$ cat src/rtl/add_bcd_pkg.sv
// Shared types and constants for the adder BCD conversion stage.
// Holds the conversion FSM states, digit/segment widths and the
// active-high gfedcba 7-segment patterns used by bcd7seg.
package add_bcd_pkg;

  typedef enum logic [1:0] {
    IDLE  = 2'd0,
    SHIFT = 2'd1,
    DONE  = 2'd2
  } state_e;

  localparam int DIGIT_W = 4;
  localparam int SEG_W   = 7;

  localparam logic [SEG_W-1:0] SEG_0     = 7'b0111111;
  localparam logic [SEG_W-1:0] SEG_1     = 7'b0000110;
  localparam logic [SEG_W-1:0] SEG_2     = 7'b1011011;
  localparam logic [SEG_W-1:0] SEG_3     = 7'b1001111;
  localparam logic [SEG_W-1:0] SEG_4     = 7'b1100110;
  localparam logic [SEG_W-1:0] SEG_5     = 7'b1101101;
  localparam logic [SEG_W-1:0] SEG_6     = 7'b1111101;
  localparam logic [SEG_W-1:0] SEG_7     = 7'b0000111;
  localparam logic [SEG_W-1:0] SEG_8     = 7'b1111111;
  localparam logic [SEG_W-1:0] SEG_9     = 7'b1101111;
  localparam logic [SEG_W-1:0] SEG_BLANK = 7'b0000000;

endpackage

$ cat src/rtl/add_bcd_conv_bcd7seg.sv
// Combinational decode of one BCD digit into an active-high gfedcba
// 7-segment pattern. Non-decimal codes blank the digit.
module bcd7seg
  import add_bcd_pkg::*;
(
  input  logic [DIGIT_W-1:0] digit_i,
  output logic [SEG_W-1:0]   seg_o
);

  // Look up the segment pattern for the incoming digit
  always_comb begin
    seg_o = SEG_BLANK;
    case (digit_i)
      4'd0:    seg_o = SEG_0;
      4'd1:    seg_o = SEG_1;
      4'd2:    seg_o = SEG_2;
      4'd3:    seg_o = SEG_3;
      4'd4:    seg_o = SEG_4;
      4'd5:    seg_o = SEG_5;
      4'd6:    seg_o = SEG_6;
      4'd7:    seg_o = SEG_7;
      4'd8:    seg_o = SEG_8;
      4'd9:    seg_o = SEG_9;
      default: seg_o = SEG_BLANK;
    endcase
  end

endmodule

$ cat src/rtl/add_bcd_conv.sv
// Sequential double-dabble converter for the {cout,sum} result of the
// 8-bit adder. One shift per cycle; valid/ready on both sides so a slow
// display consumer stalls the adder path.
// Optional macro ADD_BCD_SEG_EN adds a registered 7-segment output 'seg'.
module add_bcd_conv
  import add_bcd_pkg::*;
#(
  parameter int DW = 8,
  parameter int ND = 3
) (
  input  logic                  clk,
  input  logic                  rst,
  input  logic                  in_valid,
  output logic                  in_ready,
  input  logic [DW-1:0]         sum,
  input  logic                  cout,
  output logic                  out_valid,
  input  logic                  out_ready,
  output logic [DIGIT_W*ND-1:0] bcd
`ifdef ADD_BCD_SEG_EN
  ,
  output logic [SEG_W*ND-1:0]   seg
`endif
);

  localparam int BW = DW + 1;
  localparam int SW = DIGIT_W * ND;
  localparam int CW = $clog2(BW + 1);

  state_e          state_q;
  logic [BW-1:0]   bin_q, bin_d;
  logic [SW-1:0]   scr_q, scr_adj, scr_d;
  logic [CW-1:0]   cnt_q;
  logic [SW-1:0]   bcd_q;
  logic            out_valid_q;

`ifdef ADD_BCD_SEG_EN
  logic [SEG_W*ND-1:0] seg_d, seg_q;

  // Decode the digits that will be captured into bcd on the last shift
  for (genvar g = 0; g < ND; g++) begin : g_seg
    bcd7seg u_dec (
      .digit_i (scr_d[g*DIGIT_W +: DIGIT_W]),
      .seg_o   (seg_d[g*SEG_W +: SEG_W])
    );
  end

  assign seg = seg_q;
`endif

  // One double-dabble step: add 3 to digits >= 5, then shift {scratch,binary}
  always_comb begin
    scr_adj = scr_q;
    for (int i = 0; i < ND; i++) begin
      if (scr_q[i*DIGIT_W +: DIGIT_W] >= 4'd5) begin
        scr_adj[i*DIGIT_W +: DIGIT_W] = scr_q[i*DIGIT_W +: DIGIT_W] + 4'd3;
      end
    end
    scr_d = {scr_adj[SW-2:0], bin_q[BW-1]};
    bin_d = {bin_q[BW-2:0], 1'b0};
  end

  // Conversion FSM with registered result and valid
  always_ff @(posedge clk) begin
    if (rst) begin
      state_q     <= IDLE;
      bin_q       <= '0;
      scr_q       <= '0;
      cnt_q       <= '0;
      bcd_q       <= '0;
      out_valid_q <= 1'b0;
`ifdef ADD_BCD_SEG_EN
      seg_q       <= '0;
`endif
    end else begin
      case (state_q)
        IDLE: begin
          if (in_valid) begin
            bin_q   <= {cout, sum};
            scr_q   <= '0;
            cnt_q   <= CW'(BW);
            state_q <= SHIFT;
          end
        end
        SHIFT: begin
          scr_q <= scr_d;
          bin_q <= bin_d;
          cnt_q <= cnt_q - CW'(1);
          if (cnt_q == CW'(1)) begin
            bcd_q       <= scr_d;
            out_valid_q <= 1'b1;
            state_q     <= DONE;
`ifdef ADD_BCD_SEG_EN
            seg_q       <= seg_d;
`endif
          end
        end
        DONE: begin
          if (out_ready) begin
            out_valid_q <= 1'b0;
            state_q     <= IDLE;
          end
        end
        default: begin
          state_q     <= IDLE;
          out_valid_q <= 1'b0;
        end
      endcase
    end
  end

  assign in_ready  = (state_q == IDLE) && !rst;
  assign out_valid = out_valid_q;
  assign bcd       = bcd_q;

endmodule
$ cat config.mk
export PLATFORM = sky130hd
export DESIGN_NAME = add_bcd_conv
export DESIGN_NICKNAME = d
export VERILOG_FILES = /design/src/rtl/add_bcd_pkg.sv /design/src/rtl/add_bcd_conv_bcd7seg.sv /design/src/rtl/add_bcd_conv.sv
export SDC_FILE = /design/constraint.sdc
export NUM_CORES = 1
export LEC_CHECK = 0
export ABC_AREA = 0
export CAP_MARGIN = 30
export CORE_AREA = 3 3 62 64
export CTS_BUF_LIST = sky130_fd_sc_hd__clkbuf_8
export CTS_CLUSTER_DIAMETER = 150
export CTS_CLUSTER_SIZE = 10
export DETAILED_ROUTE_END_ITERATION = 8
export DIE_AREA = 0 0 65 67
export PLACE_DENSITY = 0.84
export SYNTH_ARGS = -nofsm -noshare
export SYNTH_HDL_FRONTEND = slang
export SYNTH_SLANG_ARGS = --single-unit
export TNS_END_PERCENT = 5
$ cat constraint.sdc
create_clock -name clk -period 2.75 [get_ports clk]
set_input_delay 0.275 -clock clk [delete_from_list [all_inputs] [get_ports clk]]
set_output_delay 0.275 -clock clk [all_outputs]
set_load 0.02 [all_outputs]
==> flow_metrics.py, run 1 <==
metrics = {
    "sta": {
        "finalCriticalPeriod_ns": 1.96,
        "rsz0062_at_grt": "no",
        "fin_setup_tns_ns": 0,
        "worstMarginPinSlew_ns": 0.596,
        "fin_skew_ns": 0.00545,
        "relSlewSlack": 0.602,
        "setup_viol": 0,
        "max_freq_mhz": 510,
        "maxSlewViolCount": 0,
        "fin_crit_sh": 0.713,
        "hold_viol_final": 0,
    },
    "floorplan": {
        "core-area_sq_um": 3340,
        "initial_core_util": 0.599,
        "die_w_um": 65,
        "fp-row-count": 21,
        "ios": 27,
        "fp.dieH_um": 67,
        "die_area_sq_um": 4360,
    },
    "clock_tree": {
        "cts_root_buf": "clkbuf_8",
        "tritoncts": "done",
        "cts.clk_slew.worst_paths_ns": 0.07,
        "cts_buffers": 5,
        "insertion_delay_ns": 0.29,
        "post_cts_buffers": 0,
        "cts_hold_buffers": 0,
        "cts_resized": 0,
        "clock-sinks": 40,
        "clockBufferDepth": 2,
        "h-tree-depth": 2,
    },
    "power": {
        "pwr-share-clk": 0.334,
        "power_density_nw_per_um2": 531,
        "swShare": 0.259,
        "vdd_drop_max_mv": 0.388,
        "p_comb_frac": 0.156,
        "power_switching_w": 0.000322,
        "intPower_w": 0.000921,
        "seqPwrFrac": 0.510,
        "leakagePower_nw": 0.822,
    },
    "cells_and_area": {
        "post-route-cell-area_sq_um": 2340,
        "fin_nets": 272,
        "num_antenna_cells": 0,
        "instances_no_fill": 297,
        "drive_gt1_frac": 0.124,
        "syn_to_final_growth_pct": 17.0,
        "final_core_util": 0.701,
    },
    "setup_path": {
        "end_kind": "primary output",
        "required_ns": 2.48,
        "arrival_ns": 1.69,
        "critPathKind": "flip-flop to primary output",
        "crit_path_start_kind": "flip-flop",
        "crit_fanout": 15,
        "r2r_setup_slack_ns": 1.03,
    },
    "synth": {
        "synthesis.nets": 252,
        "syn_avg_cell_area_sq_um": 8.66,
        "ys_seq_area_frac": 0.401,
        "yosys_register_bits": 40,
        "ys_types": 33,
        "synth.top_cells.by_area": "dfxtp_1 (40%), a21oi_1 (6.8%), nor2_1 (6.2%)",
        "synth_area_sq_um": 2000,
        "yosys_warnings": 0,
        "synth_top_area_frac": 0.401,
        "synth_top_area_cell": "dfxtp_1",
        "synthCells": 231,
    },
    "grt": {
        "grt_pass1_wl_um": 7330,
        "antenna_found_initial": 0,
        "grt_pass1_vias": 1627,
        "grtUsageTotal": 0.217,
        "grt_max_degree": 43,
        "overflow": 0,
    },
    "detailed_routing": {
        "wl_per_cell_um": 14.1,
        "routed_wl_um": 4180,
        "viasPerCell": 5.73,
        "num_vias": 1701,
        "drc": 0,
        "drt_pass1_iterations": 4,
        "drt_iter0_markers": 147,
        "ant_nets": 0,
    },
    "hold_path": {
        "hp-class": "flip-flop to flip-flop",
    },
    "job": {
        "drv_cap": 0,
    },
    "place": {
        "dp.cells": 290,
        "gp_congestion": 0.767,
        "hpwl_um": 2800,
        "portBuffers": 26,
        "place_area_sq_um": 2240,
    },
    "outcome": {
        "outcome": "finished clean",
    },
}
synth_stat cells:
cell type / number
a2111oi_0: 3
a211oi_1: 3
a211oi_2: 3
a21oi_1: 27
a22oi_1: 3
and2_4: 1
buf_1: 1
buf_2: 6
buf_6: 4
clkbuf_1: 5
dfxtp_1: 40
ha_1: 8
inv_1: 13
mux2_2: 4
nand2_1: 5
nand2b_1: 6
nand2b_4: 1
nand3_1: 3
nand3b_1: 11
nor2_1: 33
nor2_2: 3
nor2b_1: 2
nor2b_4: 1
nor3_1: 8
nor3_2: 1
nor3b_1: 5
nor3b_2: 1
o21ai_0: 10
o21ai_1: 6
o21bai_2: 1
o221a_2: 5
o32ai_1: 5
xnor2_1: 3
power groups by stage:
stage	clock, W	combinational, W	sequential [W]
6_report	0.000415	0.000194	0.000633
5_1_grt	0.000444	0.000217	0.000638
4_1_cts	0.000424	0.000195	0.000633
3_5_place_dp	0	0.000193	0.000646
3_3_place_gp	0	0.000188	0.000646
2_1_floorplan	0	0.000139	0.000646
final timing paths:
path	start	depth (start not counted)	endpoint
setup reg to reg	state_q[1]	4	bcd[7]
setup / recovery	state_q[1]	2	in_ready
hold reg to reg	bcd[0]	2	bcd[0]
hold / removal	bcd[0]	2	bcd[0]
worst max-delay path, cell delays in order (launching register included):
cell and delay, ns:
dfxtp_1 0.50, nor3_1 0.25, clkdlybuf4s50_1 0.65
cell type report:
type | count | area [sq um]
clock buffer | 7 | 96.3
timing repair buffer | 29 | 283
multi-input combinational | 162 | 1050
inverter | 13 | 48.8
sequential | 40 | 801
fill | 279 | 998
tap | 46 | 57.6
routing by layer:
metal | up-vias | global-route usage | part of all wire
met3 | 5 | 0.0624 | 0.055
met5 | - | 0 | 0
li1 | 849 | - | -
met2 | 42 | 0.340 | 0.46
met1 | 805 | 0.289 | 0.48
met4 | 0 | 0.0633 | 0.011
sequential cells by signal (all words and copies together), names as in the netlist:
signal	cells
bcd	12
bin_q	9
cnt_q	4
out_valid	1
scr_q	12
state_q	2
through the flow:
step	total power, W	hold slack (ns)	worst slack (ns)
2_1_floorplan	0.000785	0.358	1.24
3_3_place_gp	0.000834	0.444	0.903
3_5_place_dp	0.000839	0.452	0.869
4_1_cts	0.00125	0.462	0.791
5_1_grt	0.00130	0.492	0.738
6_report	0.00124	0.461	0.789
cells by family after synthesis:
kind of cell    Yosys count  synth area share
compound gates           66             0.218
xor+xnor                  3            0.0131
fa+ha+maj                 8            0.0501
buf+inv                  29            0.0732
flops                    40             0.401
mux                       4            0.0225
simple gates             81             0.223
cells in the final DEF, fill, tap and decap left out, types with 4 or more instances in the layout:
cell type and instances:
inv_1 13, clkdlybuf4s50_1 26, nor3_1 8, nand2_1 5, o21ai_1 6, nor3b_1 5
clkbuf_8 7, nand2b_1 6, o21ai_0 10, dfxtp_1 40, mux2_2 4, o221a_2 5
a21oi_1 27, nor2_1 33, ha_1 8, o32ai_1 5, nand3b_1 11
Note: power is estimated with default switching activity, not from simulation.
==> run 2: changes to the inputs <==
--- a/config.mk
+++ b/config.mk
@@ -7,13 +7,13 @@
 export LEC_CHECK = 0
 export ABC_AREA = 0
 export CAP_MARGIN = 30
-export CORE_AREA = 3 3 62 64
+export CORE_AREA = 3 3 64 66
 export CTS_BUF_LIST = sky130_fd_sc_hd__clkbuf_8
 export CTS_CLUSTER_DIAMETER = 150
 export CTS_CLUSTER_SIZE = 10
 export DETAILED_ROUTE_END_ITERATION = 8
-export DIE_AREA = 0 0 65 67
-export PLACE_DENSITY = 0.84
+export DIE_AREA = 0 0 67 69
+export PLACE_DENSITY = 0.79
 export SYNTH_ARGS = -nofsm -noshare
 export SYNTH_HDL_FRONTEND = slang
 export SYNTH_SLANG_ARGS = --single-unit
==> constraint.sdc (replaced) <==
create_clock -name clk -period 2 [get_ports clk]
set_input_delay 0.2 -clock clk [delete_from_list [all_inputs] [get_ports clk]]
set_output_delay 0.2 -clock clk [all_outputs]
set_load 0.02 [all_outputs]
==> run 2 against run 1 <==
Sequential power rose by 38%. Utilization fell by 5.3 points. Critical path depth did not move. Largest cell class unchanged.
==> flow_metrics.py, run 2 (synthesis gave the netlist of run 1 again) <==
metrics = {
    "outcome": {
        "outcome": "finished clean",
    },
    "place": {
        "gp_congestion": 0.761,
        "portBuffers": 26,
        "hpwl_um": 2730,
    },
    "setup_path": {
        "crit_path_start_kind": "flip-flop",
        "end_kind": "primary output",
        "arrival_ns": 1.58,
        "critPathKind": "flip-flop to primary output",
        "required_ns": 1.80,
        "crit_fanout": 13,
    },
    "clock_tree": {
        "h-tree-depth": 2,
        "insertion_delay_ns": 0.30,
        "post_cts_buffers": 0,
        "clockBufferDepth": 2,
        "cts.clk_slew.worst_paths_ns": 0.07,
        "cts_hold_buffers": 0,
        "cts_resized": 0,
        "cts_root_buf": "clkbuf_8",
        "cts_buffers": 5,
        "clock-sinks": 40,
        "tritoncts": "done",
    },
    "floorplan": {
        "core-area_sq_um": 3630,
        "fp.dieH_um": 69,
        "initial_core_util": 0.550,
        "die_w_um": 67,
        "die_area_sq_um": 4620,
        "ios": 27,
        "fp-row-count": 22,
    },
    "detailed_routing": {
        "drt_iter0_markers": 153,
        "routed.top_layer": "met4",
        "ant_nets": 0,
        "drt_pass1_iterations": 4,
        "viasPerCell": 5.51,
        "routed_wl_um": 4000,
        "met3WireLength_um": 182,
        "wl_met1_um": 1970,
        "num_vias": 1670,
        "drc": 0,
        "met2WireLength_um": 1770,
        "wl_per_cell_um": 13.2,
    },
    "sta": {
        "maxSlewViolCount": 0,
        "hold_viol_final": 0,
        "fin_crit_sh": 0.890,
        "fin_skew_ns": 0.00647,
        "hold-worst-slack_ns": 0.459,
        "rsz0062_at_grt": "no",
        "finalCriticalPeriod_ns": 1.78,
        "worstMarginPinSlew_ns": 0.505,
        "setup_viol": 0,
        "relSlewSlack": 0.662,
        "max_freq_mhz": 562,
        "fin_setup_tns_ns": 0,
    },
    "cells_and_area": {
        "final_common_cell": "dfxtp_1",
        "syn_to_final_growth_pct": 17.6,
        "drive_gt1_frac": 0.133,
        "nFillCells": 320,
        "layout_common_cells": "dfxtp_1 (40), nor2_1 (33), a21oi_1 (27), clkdlybuf4s50_1 (26), inv_1 (14)",
        "num_antenna_cells": 0,
        "fin_nets": 276,
    },
    "power": {
        "leakagePower_nw": 0.837,
        "fin_total_pwr_w": 0.00165,
        "vdd_drop_max_mv": 0.423,
        "power_density_nw_per_um2": 700,
    },
    "grt": {
        "grtUsageTotal": 0.189,
        "antenna_found_initial": 0,
        "grt_max_degree": 29,
        "grt_pass1_wl_um": 6830,
        "overflow": 0,
        "grt_pass1_vias": 1419,
    },
    "job": {
        "drv_cap": 0,
    },
    "hold_path": {
        "hp-class": "flip-flop to flip-flop",
    },
}
[run 2: cell count changes in the layout (fill, tap and decap cells not counted), sizes merged]
cell,change
clkinv,+1
clkbuf,-2
inv,+1
buf,+4
[run 2: worst max-delay path, cell delays in order, from the launching register on]
cell	delay, ns
dfxtp_1	0.44
nor3_1	0.22
clkdlybuf4s50_1	0.62
[run 2: area by class of cell]
| cell class | count | area (sq um) | area share |
|---|---|---|---|
| Clock buffer | 5 | 68.8 | 0.0293 |
| Clock inverter | 2 | 8.76 | 0.00372 |
| Inverter | 13 | 48.8 | 0.0207 |
| Multi-Input combinational cell | 162 | 1050 | 0.447 |
| Sequential cell | 40 | 801 | 0.340 |
| Tap cell | 48 | 60.1 | 0.0255 |
| Timing Repair Buffer | 33 | 313 | 0.133 |
[run 2: metrics by stage]
| step | setup slack, ns | instance area, sq um | instances | utilization |
|---|---|---|---|---|
| 2_1_floorplan | 0.531 | 2000 | 231 | - |
| 5_1_grt | 0.0853 | 2350 | 303 | 0.647 |
| 3_5_place_dp | 0.271 | 2270 | 296 | 0.626 |
| 3_3_place_gp | 0.328 | 2270 | 296 | 0.626 |
| 4_1_cts | 0.195 | 2350 | 303 | 0.647 |
| 6_report | 0.220 | 2350 | 303 | 0.647 |
[run 2: worst paths after layout]
| check | from | end | slack [ns] | depth (start not counted) |
|---|---|---|---|---|
| setup / recovery | state_q[0] | in_ready | 0.22 | 2 |
| hold / removal | out_valid | out_valid | 0.46 | 2 |
| setup reg to reg | cnt_q[0] | bcd[11] | 0.28 | 5 |
| hold reg to reg | out_valid | out_valid | 0.46 | 2 |
[run 2: routing by layer]
layer  up-vias  GRT usage
met5         -          0
met2        30      0.259
li1        861          -
met1       773      0.279
met4         0     0.0743
met3         6     0.0489
[run 2: report_power, final]
group | total, W | internal (W) | switching [W]
clock | 0.000506 | 0.000232 | 0.000274
combinational | 0.000266 | 0.000127 | 0.000139
sequential | 0.000874 | 0.000837 | 0.0000372
